==> src/rtl/avalon_st_pattern_source.sv <==
// ----------------------------------------------------------------------------
// avalon_st_pattern_source
//
// Avalon-ST video test-pattern transmitter. It emits one packet per frame of
// H_ACTIVE x V_ACTIVE 24-bit {R,G,B} beats in raster order. Each packet is
// framed with startofpacket/endofpacket. Consecutive frames are separated by
// IFG_CYCLES idle cycles. The source honours out_ready with a ready latency
// of 0. All outputs are registered.
//
// Ports:
//   clk                in   clock
//   reset_n            in   asynchronous active-low reset
//   enable             in   1 = generate frames continuously
//   pattern_sel[1:0]   in   0 bars, 1 ramp, 2 solid, 3 checker (or PRBS)
//   solid_color[23:0]  in   colour used by pattern 2
//   out_ready          in   sink ready
//   out_valid          out  beat valid
//   out_data[23:0]     out  pixel {R,G,B}
//   out_startofpacket  out  first pixel of frame
//   out_endofpacket    out  last pixel of frame
//   busy               out  frame in progress
//   frame_count[15:0]  out  frames whose EOP was accepted (wraps)
//
// Build option:
//   AVALON_ST_PATTERN_SOURCE_PRBS_EN - when defined, pattern 3 emits a 24-bit
//   Fibonacci LFSR (x^24+x^23+x^22+x^17+1). The LFSR is seeded with 1 at
//   every SOP and steps once per accepted beat. When the macro is undefined,
//   pattern 3 is an 8x8 checkerboard and no LFSR is built.
//
// FSM states:
//   state     | meaning
//   ST_IDLE   | no frame; start a frame as soon as enable is high
//   ST_ACTIVE | presenting beats of the current frame (out_valid = 1)
//   ST_GAP    | inter-frame idle; gap_cnt counts down to the start decision
// ----------------------------------------------------------------------------
module avalon_st_pattern_source #(
    parameter int H_ACTIVE   = 640,
    parameter int V_ACTIVE   = 480,
    parameter int IFG_CYCLES = 4
) (
    input  logic        clk,
    input  logic        reset_n,
    input  logic        enable,
    input  logic [1:0]  pattern_sel,
    input  logic [23:0] solid_color,
    input  logic        out_ready,
    output logic        out_valid,
    output logic [23:0] out_data,
    output logic        out_startofpacket,
    output logic        out_endofpacket,
    output logic        busy,
    output logic [15:0] frame_count
);

    // Lines narrower than 8 pixels get 1-pixel bars; the bar index saturates at 7.
    localparam int BW_RAW = H_ACTIVE / 8;
    localparam int BAR_W  = (BW_RAW < 1) ? 1 : BW_RAW;

    localparam logic [11:0] X_LAST     = 12'(H_ACTIVE - 1);
    localparam logic [11:0] Y_LAST     = 12'(V_ACTIVE - 1);
    localparam logic [11:0] BAR_RELOAD = 12'(BAR_W - 1);
    localparam logic [15:0] GAP_RELOAD = (IFG_CYCLES > 0) ? 16'(IFG_CYCLES - 1) : 16'd0;

    typedef enum logic [1:0] {
        ST_IDLE   = 2'd0,
        ST_ACTIVE = 2'd1,
        ST_GAP    = 2'd2
    } state_t;

    state_t      state_q,   state_d;
    logic [11:0] x_q,       x_d;
    logic [11:0] y_q,       y_d;
    logic [2:0]  bar_idx_q, bar_idx_d;
    logic [11:0] bar_cnt_q, bar_cnt_d;
    logic [15:0] gap_cnt_q, gap_cnt_d;
    logic [1:0]  pat_q,     pat_d;
    logic [23:0] solid_q,   solid_d;
    logic        valid_q,   valid_d;
    logic [23:0] data_q,    data_d;
    logic        sop_q,     sop_d;
    logic        eop_q,     eop_d;
    logic        busy_q,    busy_d;
    logic [15:0] fcnt_q,    fcnt_d;
`ifdef AVALON_ST_PATTERN_SOURCE_PRBS_EN
    logic [23:0] lfsr_q,    lfsr_d;
`endif

    logic accept;
    logic start;
    logic step;

    assign accept = valid_q && out_ready;

    always_comb begin
        state_d   = state_q;
        x_d       = x_q;
        y_d       = y_q;
        bar_idx_d = bar_idx_q;
        bar_cnt_d = bar_cnt_q;
        gap_cnt_d = gap_cnt_q;
        pat_d     = pat_q;
        solid_d   = solid_q;
        valid_d   = valid_q;
        data_d    = data_q;
        sop_d     = sop_q;
        eop_d     = eop_q;
        fcnt_d    = fcnt_q;
        start     = 1'b0;
        step      = 1'b0;
`ifdef AVALON_ST_PATTERN_SOURCE_PRBS_EN
        lfsr_d    = lfsr_q;
`endif

        case (state_q)
            ST_IDLE: begin
                if (enable) begin
                    start = 1'b1;
                end
            end
            ST_ACTIVE: begin
                if (accept) begin
                    if (eop_q) begin
                        fcnt_d = fcnt_q + 16'd1;
                        if (IFG_CYCLES == 0) begin
                            if (enable) begin
                                start = 1'b1;
                            end else begin
                                state_d = ST_IDLE;
                                valid_d = 1'b0;
                                sop_d   = 1'b0;
                                eop_d   = 1'b0;
                            end
                        end else begin
                            state_d   = ST_GAP;
                            gap_cnt_d = GAP_RELOAD;
                            valid_d   = 1'b0;
                            sop_d     = 1'b0;
                            eop_d     = 1'b0;
                        end
                    end else begin
                        step = 1'b1;
                    end
                end
            end
            ST_GAP: begin
                if (gap_cnt_q == 16'd0) begin
                    if (enable) begin
                        start = 1'b1;
                    end else begin
                        state_d = ST_IDLE;
                    end
                end else begin
                    gap_cnt_d = gap_cnt_q - 16'd1;
                end
            end
            default: begin
                state_d = ST_IDLE;
                valid_d = 1'b0;
                sop_d   = 1'b0;
                eop_d   = 1'b0;
            end
        endcase

        // New frame: latch the pattern controls and present pixel (0,0).
        if (start) begin
            state_d   = ST_ACTIVE;
            pat_d     = pattern_sel;
            solid_d   = solid_color;
            x_d       = 12'd0;
            y_d       = 12'd0;
            bar_idx_d = 3'd0;
            bar_cnt_d = BAR_RELOAD;
            valid_d   = 1'b1;
            sop_d     = 1'b1;
            eop_d     = 1'b0;
`ifdef AVALON_ST_PATTERN_SOURCE_PRBS_EN
            lfsr_d    = 24'h000001;
`endif
        end

        // Accepted non-final beat: move to the next raster coordinate.
        if (step) begin
            if (x_q == X_LAST) begin
                x_d       = 12'd0;
                y_d       = y_q + 12'd1;
                bar_idx_d = 3'd0;
                bar_cnt_d = BAR_RELOAD;
            end else begin
                x_d = x_q + 12'd1;
                if (bar_cnt_q != 12'd0) begin
                    bar_cnt_d = bar_cnt_q - 12'd1;
                end else if (bar_idx_q != 3'd7) begin
                    bar_idx_d = bar_idx_q + 3'd1;
                    bar_cnt_d = BAR_RELOAD;
                end
            end
            sop_d = 1'b0;
            eop_d = (x_d == X_LAST) && (y_d == Y_LAST);
`ifdef AVALON_ST_PATTERN_SOURCE_PRBS_EN
            lfsr_d = {lfsr_q[22:0], lfsr_q[23] ^ lfsr_q[22] ^ lfsr_q[21] ^ lfsr_q[16]};
`endif
        end

        // The pixel is computed for the beat about to be presented, so
        // out_data stays registered and holds through stalls.
        if (start || step) begin
            case (pat_d)
                2'd0: begin
                    case (bar_idx_d)
                        3'd0:    data_d = 24'hFFFFFF;
                        3'd1:    data_d = 24'hFFFF00;
                        3'd2:    data_d = 24'h00FFFF;
                        3'd3:    data_d = 24'h00FF00;
                        3'd4:    data_d = 24'hFF00FF;
                        3'd5:    data_d = 24'hFF0000;
                        3'd6:    data_d = 24'h0000FF;
                        default: data_d = 24'h000000;
                    endcase
                end
                2'd1:    data_d = {x_d, y_d};
                2'd2:    data_d = solid_d;
                default: begin
`ifdef AVALON_ST_PATTERN_SOURCE_PRBS_EN
                    data_d = lfsr_d;
`else
                    data_d = (x_d[3] ^ y_d[3]) ? 24'hFFFFFF : 24'h000000;
`endif
                end
            endcase
        end

        busy_d = (state_d == ST_ACTIVE);
    end

    always_ff @(posedge clk or negedge reset_n) begin
        if (!reset_n) begin
            state_q   <= ST_IDLE;
            x_q       <= 12'd0;
            y_q       <= 12'd0;
            bar_idx_q <= 3'd0;
            bar_cnt_q <= 12'd0;
            gap_cnt_q <= 16'd0;
            pat_q     <= 2'd0;
            solid_q   <= 24'd0;
            valid_q   <= 1'b0;
            data_q    <= 24'd0;
            sop_q     <= 1'b0;
            eop_q     <= 1'b0;
            busy_q    <= 1'b0;
            fcnt_q    <= 16'd0;
`ifdef AVALON_ST_PATTERN_SOURCE_PRBS_EN
            lfsr_q    <= 24'h000001;
`endif
        end else begin
            state_q   <= state_d;
            x_q       <= x_d;
            y_q       <= y_d;
            bar_idx_q <= bar_idx_d;
            bar_cnt_q <= bar_cnt_d;
            gap_cnt_q <= gap_cnt_d;
            pat_q     <= pat_d;
            solid_q   <= solid_d;
            valid_q   <= valid_d;
            data_q    <= data_d;
            sop_q     <= sop_d;
            eop_q     <= eop_d;
            busy_q    <= busy_d;
            fcnt_q    <= fcnt_d;
`ifdef AVALON_ST_PATTERN_SOURCE_PRBS_EN
            lfsr_q    <= lfsr_d;
`endif
        end
    end

    assign out_valid         = valid_q;
    assign out_data          = data_q;
    assign out_startofpacket = sop_q;
    assign out_endofpacket   = eop_q;
    assign busy              = busy_q;
    assign frame_count       = fcnt_q;

endmodule
==> config.mk <==
export PLATFORM = sky130hd
export DESIGN_NAME = avalon_st_pattern_source
export DESIGN_NICKNAME = d
export VERILOG_FILES = /design/src/rtl/avalon_st_pattern_source.sv
export SDC_FILE = /design/constraint.sdc
export NUM_CORES = 1
export LEC_CHECK = 0
export CAP_MARGIN = 20
export CORE_AREA = 4 4 114 116
export CTS_CLUSTER_SIZE = 28
export DETAILED_ROUTE_END_ITERATION = 7
export DIE_AREA = 0 0 118 120
export PLACE_DENSITY = 0.86
export REMOVE_ABC_BUFFERS = 1
export SKIP_CTS_REPAIR_TIMING = 1
export SLEW_MARGIN = 25
export SYNTH_ARGS = -nofsm -noshare
export SYNTH_HDL_FRONTEND = slang
export SYNTH_SLANG_ARGS = --single-unit
==> constraint.sdc <==
create_clock -name clk -period 3.5 [get_ports clk]
set_input_delay 0.7 -clock clk [delete_from_list [all_inputs] [get_ports clk]]
set_output_delay 0.7 -clock clk [all_outputs]
set_load 0.02 [all_outputs]
==> flow_metrics.py, run 1 <==
metrics = {
    "sta": {
        "slew_viol_final": 0,
        "period_needed_ns": 3.06,
        "max-slew-margin-rel": 0.446,
        "period_share": 0.875,
        "tightestPinTransition_ns": 0.832,
        "skew_ns": 0.00971,
        "rsz0062_at_grt": "no",
        "setup_viol": 0,
        "hold_violations": 0,
        "fmax_mhz": 326,
    },
    "clock_tree": {
        "clockBufferDepth": 2,
        "htree_levels": 4,
        "clk-insertion-delay-late_ns": 0.41,
        "path_clk_slew_ns": 0.05,
        "cts_tree": "built",
        "cts_sinks": 127,
        "cts_root_buffer": "clkbuf_16",
        "cts_buffers": 17,
    },
    "floorplanning": {
        "num_rows": 40,
        "die_w_um": 118,
        "io_pins": 74,
        "core_area_sq_um": 11900,
        "die_height_um": 120,
        "initial_core_util": 0.529,
        "dieArea_sq_um": 14200,
    },
    "route": {
        "drt_pass1_iterations": 6,
        "viasPerCell": 5.98,
        "drtIter0Drc": 527,
        "ant_nets": 0,
        "vias": 5454,
        "wl_per_cell_um": 17.3,
        "routed_wl_um": 15800,
        "drc": 0,
    },
    "yosys": {
        "syn-cell-area_sq_um": 6300,
        "seq_area_frac_synth": 0.504,
        "synthCells": 674,
        "netlist.top_cell.by_area": "dfrtp_1",
        "yosys_warnings": 0,
        "synth_edf_count": 0,
        "ys_ff_latch": 127,
        "async_reset_ff_frac": 1.00,
        "yosys.cell_types.count": 66,
        "synthFlopType": "dfrtp_1",
        "synth_top_area_frac": 0.504,
        "synthTopCellsByArea": "dfrtp_1 (50%), nand2_1 (7.7%), nor2_1 (3.9%)",
        "syn_avg_cell_area_sq_um": 9.35,
    },
    "worst_setup_path": {
        "cp.arrival_ns": 3.41,
        "ff2ff_path_depth": 10,
        "cp.required_ns": 3.85,
        "crit_fanout": 29,
        "cp-end-kind": "flop",
        "setup.worst_path.start_class": "flop",
        "critPathKind": "flop to flop",
    },
    "pwr": {
        "ir_drop_uv": 380,
        "cellPowerDensity_nw_per_um2": 520,
        "p_leak_uw": 0.00355,
    },
    "layout": {
        "diodes": 0,
        "multi_input_area_sq_um": 2940,
        "seq_area_sq_um": 3180,
        "layoutNonFillerInstCount": 912,
        "area_delta_synth_final_pct": 23.7,
        "drive_gt1_frac": 0.0837,
        "n_fill_cell": 925,
        "post-route-util": 0.655,
        "nNetsFinal": 796,
    },
    "run_status": {
        "outcome": "finished, final reports clean",
    },
    "grt": {
        "grt_pass1_vias": 5644,
        "overflow": 0,
        "antenna_found_initial": 0,
        "grt_first_pass_wirelength_um": 26900,
        "track_usage": 0.232,
        "grt_max_degree": 67,
    },
    "placement": {
        "dp_hpwl_um": 10900,
        "placedCellCount": 885,
        "gp_congestion": 0.907,
        "numPortBuffers": 73,
    },
    "job": {
        "max_cap_viol_count": 0,
    },
    "hold_path": {
        "min_path_type": "primary input to async pin",
    },
}
[cells in the final DEF (no fill, tap or decap), types with 17 or more instances in the layout]
| cell type | instances |
|---|---|
| nand2_1 | 130 |
| dfrtp_1 | 127 |
| clkdlybuf4s50_1 | 72 |
| nor2_1 | 66 |
| a21oi_1 | 37 |
| nand3_1 | 33 |
| o21ai_0 | 26 |
| xor2_1 | 25 |
| nor3_1 | 22 |
| inv_1 | 18 |
| clkbuf_16 | 17 |
| buf_4 | 17 |
[critical path: stages (launching register included)]
cell and delay (ns):
dfrtp_1 0.39, inv_1 0.13, ha_1 0.16, nor4b_1 0.33
nand4_1 0.26, a21boi_4 0.37, buf_4 0.41, nor3_1 0.11
o21ai_1 0.46, o2111a_1 0.26, a211o_1 0.10
[Yosys cell counts (3+ instances only)]
| master | number |
|---|---|
| a22o_1 | 9 |
| and3_1 | 8 |
| inv_1 | 18 |
| a22oi_1 | 7 |
| or3_1 | 3 |
| and2_1 | 4 |
| nor2b_1 | 4 |
| nor3_1 | 22 |
| xnor2_1 | 10 |
| nand4_1 | 9 |
| nor2_1 | 66 |
| ha_1 | 9 |
| o31ai_1 | 4 |
| o21a_1 | 3 |
| o32a_1 | 4 |
| nand3_1 | 33 |
| and4_1 | 3 |
| o21ai_0 | 27 |
| a21oi_1 | 37 |
| o22a_1 | 6 |
| a31oi_1 | 13 |
| nor4_1 | 4 |
| nor4b_1 | 4 |
| xor2_1 | 25 |
| dfrtp_1 | 127 |
| nand3b_1 | 4 |
| mux2i_1 | 5 |
| o211ai_1 | 7 |
| clkbuf_1 | 21 |
| nand2_1 | 130 |
[metrics by stage]
step | hold slack [ns] | TNS [ns] | power [uW] | worst slack (ns) | cell area [sq um]
5_1_grt | 0.466 | 0 | 4230 | 0.0466 | 7800
2_1_floorplan | 0.404 | -20.25 | 2110 | -0.890 | 6180
6_report | 0.412 | 0 | 4060 | 0.436 | 7800
4_1_cts | 0.422 | 0 | 4070 | 0.420 | 7800
3_3_place_gp | 0.455 | 0 | 2390 | 0.292 | 7260
3_5_place_dp | 0.460 | 0 | 2420 | 0.156 | 7260
[cells by family (layout without fill, tap and decap cells)]
family | after synthesis | count (layout) | synth area share
and+or+nand+nor | 313 | 313 | 0.237
AOI/OAI and AO/OA | 138 | 138 | 0.150
DFF | 127 | 127 | 0.504
buffers and inverters | 45 | 136 | 0.0302
xor gates and xnor gates | 35 | 35 | 0.0486
adders and majority gates | 9 | 9 | 0.0179
muxes | 7 | 7 | 0.0115
[power by group]
group	internal, uW	switching [uW]
combinational	306	362
clock	1040	603
sequential	1610	131
[path summary, 6_finish.rpt]
| kind | startpoint | to | slack [ns] |
|---|---|---|---|
| min in group clk | solid_q[18]$_DFF_PN0_ | solid_q[18]$_DFF_PN0_ | 0.47 |
| min reg2reg | solid_q[18]$_DFF_PN0_ | solid_q[18]$_DFF_PN0_ | 0.47 |
| max reg2reg | gap_cnt_q[0]$_DFFE_PN0P_ | out_data[2]$_DFFE_PN0P_ | 0.44 |
| min | reset_n | gap_cnt_q[13]$_DFFE_PN0P_ | 0.41 |
| max | gap_cnt_q[0]$_DFFE_PN0P_ | out_data[2]$_DFFE_PN0P_ | 0.44 |
| max in group asynchronous | reset_n | y_q[7]$_DFF_PN0_ | 2.25 |
[area by class of cell]
| class | count | share of cell area |
|---|---|---|
| Inverter | 18 | 0.00867 |
| Multi-Input combinational cell | 502 | 0.377 |
| Sequential cell | 127 | 0.408 |
| Clock buffer | 19 | 0.0568 |
| Tap cell | 147 | 0.0236 |
| Clock inverter | 8 | 0.0122 |
| Timing Repair Buffer | 91 | 0.114 |
[state kept, by name (all words and copies together), names as in the netlist, 2 cells and up]
name and count:
y_q 12, bar_cnt_q 12, solid_q 24, out_data 24, bar_idx_q 3, state_q 2
gap_cnt_q 16, frame_count 16, x_q 12, pat_q 2
[metal layers]
layer	vias up	global-route usage	part of all wire	wire length (um)
met3	36	0.0589	0.062	983
met5	-	0	0	0
li1	2540	-	-	-
met2	218	0.400	0.51	8040
met1	2660	0.283	0.41	6460
met4	0	0.0828	0.020	318
(Power assumes the default switching activity.)
==> run 2, diff against run 1 <==
--- a/config.mk
+++ b/config.mk
@@ -5,11 +5,12 @@
 export SDC_FILE = /design/constraint.sdc
 export NUM_CORES = 1
 export LEC_CHECK = 0
+export ABC_AREA = 1
 export CAP_MARGIN = 20
-export CORE_AREA = 4 4 114 116
+export CORE_AREA = 4 4 119 121
 export CTS_CLUSTER_SIZE = 28
 export DETAILED_ROUTE_END_ITERATION = 7
-export DIE_AREA = 0 0 118 120
+export DIE_AREA = 0 0 123 125
 export PLACE_DENSITY = 0.86
 export REMOVE_ABC_BUFFERS = 1
 export SKIP_CTS_REPAIR_TIMING = 1
==> flow_metrics.py, run 2 <==
metrics = {
    "route": {
        "drc": 0,
        "highest_layer": "met4",
        "vias": 6326,
        "wl_met2_um": 8410,
        "wl_per_cell_um": 14.3,
        "routed-wl-met3_um": 914,
        "routed_wl_um": 17000,
        "drtIter0Drc": 546,
        "wl_met1_um": 7180,
        "drt_pass1_iterations": 5,
        "ant_nets": 0,
        "viasPerCell": 5.32,
    },
    "worst_setup_path": {
        "regToRegEndpoint": "out_data[23]$_DFFE_PN0P_",
        "critPathKind": "flop to flop",
        "setup.worst_path.start_class": "flop",
        "cp.required_ns": 3.86,
        "cp-end-kind": "flop",
        "cp.arrival_ns": 2.91,
        "ff2ff_path_depth": 18,
        "reg2reg_from": "gap_cnt_q[0]$_DFFE_PN0P_",
        "regToRegSetupSlack_ns": 0.95,
        "crit_fanout": 23,
    },
    "yosys": {
        "seq_area_frac_synth": 0.457,
        "yosys.cell_types.count": 44,
        "yosys_warnings": 0,
        "synthTopCellsByArea": "dfrtp_1 (46%), nand2_1 (18%), nor2_1 (5.3%)",
        "syn_avg_cell_area_sq_um": 7.58,
        "synth_common_cells": "nand2_1 (339), dfrtp_1 (127), nor2_1 (98)",
        "synth_top_area_frac": 0.457,
        "async_reset_ff_frac": 1.00,
        "ys_ff_latch": 127,
        "syn-cell-area_sq_um": 6960,
        "synthFlopType": "dfrtp_1",
        "synthCells": 918,
        "synth_edf_count": 0,
        "netlist.top_cell.by_area": "dfrtp_1",
        "synth.most_common_cell": "nand2_1",
    },
    "sta": {
        "max-slew-margin-rel": 0.531,
        "skew_ns": 0.00778,
        "tightestPinTransition_ns": 0.703,
        "fmax_mhz": 392,
        "setup_viol": 0,
        "period_needed_ns": 2.55,
        "hold_violations": 0,
        "slew_viol_final": 0,
        "period_share": 0.729,
        "fin_setup_tns_ns": 0,
        "rsz0062_at_grt": "no",
    },
    "floorplanning": {
        "dieArea_sq_um": 15400,
        "die_w_um": 123,
        "initial_core_util": 0.532,
        "io_pins": 74,
        "die_height_um": 125,
        "core_area_sq_um": 13100,
        "num_rows": 42,
    },
    "layout": {
        "area_delta_synth_final_pct": 22.3,
        "drive_gt1_frac": 0.0928,
        "nNetsFinal": 1039,
        "multi_input_area_sq_um": 3290,
        "seq_area_sq_um": 3180,
        "final_cell_mix": "nand2_1 (339), dfrtp_1 (127), nor2_1 (98)",
        "n_fill_cell": 1063,
        "diodes": 0,
        "mostFrequentLayoutCell": "nand2_1",
    },
    "hold_path": {
        "min_path_type": "primary input to async pin",
    },
    "job": {
        "max_cap_viol_count": 0,
    },
    "placement": {
        "dp_hpwl_um": 11900,
        "gp_congestion": 0.962,
        "numPortBuffers": 73,
    },
    "clock_tree": {
        "clk-insertion-delay-late_ns": 0.42,
        "htree_levels": 4,
        "cts_buffers": 17,
        "cts_sinks": 127,
        "cts_root_buffer": "clkbuf_16",
        "cts_tree": "built",
        "path_clk_slew_ns": 0.06,
        "clockBufferDepth": 2,
    },
    "run_status": {
        "outcome": "finished, final reports clean",
    },
    "pwr": {
        "p_total_uw": 3460,
        "p_leak_uw": 0.00421,
        "ir_drop_uv": 329,
        "cellPowerDensity_nw_per_um2": 406,
    },
    "grt": {
        "overflow": 0,
        "grt_first_pass_wirelength_um": 28800,
        "grt_max_degree": 56,
        "antenna_found_initial": 0,
        "grt_pass1_vias": 6137,
        "track_usage": 0.232,
    },
}
-- run 2: cell types whose count changed after synthesis, moves of 13 or more --
cell	delta
clkbuf_1	-17
nand2_1	+209
a31oi_1	-13
nand3_1	+37
inv_1	+51
nor2_1	+32
a21oi_1	-20
-- run 2: cell type report --
| class | count | area share |
|---|---|---|
| multi-input cells | 685 | 0.387 |
| flip-flops and latches | 127 | 0.374 |
| repair buffers | 89 | 0.101 |
| clock buffers | 23 | 0.0585 |
| inverters | 80 | 0.0353 |
| well taps | 176 | 0.0259 |
| clock inverters | 9 | 0.0181 |
-- run 2: worst max-delay path: stages, from the launching register on --
cell and delay, ns:
dfrtp_1 0.36, inv_1 0.17, ha_1 0.19, inv_1 0.04, nor2_1 0.09, nand2_1 0.07, nor2_2 0.09, nand2_2 0.07
nand2_4 0.10, nand2_4 0.19, nand2_1 0.13, nand2_1 0.14, nor2_2 0.22, nand2_1 0.17, inv_1 0.22, nor2_1 0.09
nand2_1 0.06, nand2_1 0.05, nand2_1 0.05
-- run 2: routing by layer --
layer	vias to the layer above	global-route usage
li1	3082	-
met1	2987	0.302
met2	211	0.383
met3	46	0.0492
met4	0	0.0853
met5	-	0
-- run 2: stage by stage --
step	setup WS, ns	std cells	hold slack (ns)	area [sq um]	util
2_1_floorplan	0.783	892	0.404	6770	-
3_3_place_gp	0.651	1157	0.458	7850	0.600
3_5_place_dp	0.592	1157	0.462	7850	0.600
4_1_cts	0.977	1189	0.355	8510	0.650
5_1_grt	0.699	1189	0.380	8510	0.650
6_report	0.949	1189	0.330	8510	0.650
-- run 2: worst max-delay path by stage --
stage / startpoint / end / slack [ns] / cells after the start
final: gap_cnt_q[0]$_DFFE_PN0P_ / out_data[23]$_DFFE_PN0P_ / 0.95 / 18
after global routing: gap_cnt_q[0]$_DFFE_PN0P_ / out_data[23]$_DFFE_PN0P_ / 0.70 / 18
after CTS: gap_cnt_q[0]$_DFFE_PN0P_ / out_data[23]$_DFFE_PN0P_ / 0.98 / 18
after detailed placement: enable / out_data[23]$_DFFE_PN0P_ / 0.59 / 13
after global placement: enable / out_data[4]$_DFFE_PN0P_ / 0.65 / 15
after floorplan: enable / out_data[10]$_DFFE_PN0P_ / 0.78 / 11
-- run 2: cells by family after synthesis --
group                      after synthesis  synth area share
and+or+nand+nor                        578             0.362
xor gates and xnor gates                30            0.0378
adders and majority gates                9            0.0162
AOI/OAI and AO/OA                       68            0.0576
buffers and inverters                  106            0.0694
DFF                                    127             0.457
-- run 2: report_power, final --
part / switching [uW] / internal (uW) / total [uW]
Combinational: 34.9 / 30.3 / 65.2
Clock: 637 / 1280 / 1920
Sequential: 0 / 1470 / 1470
Total: 671 / 2780 / 3460
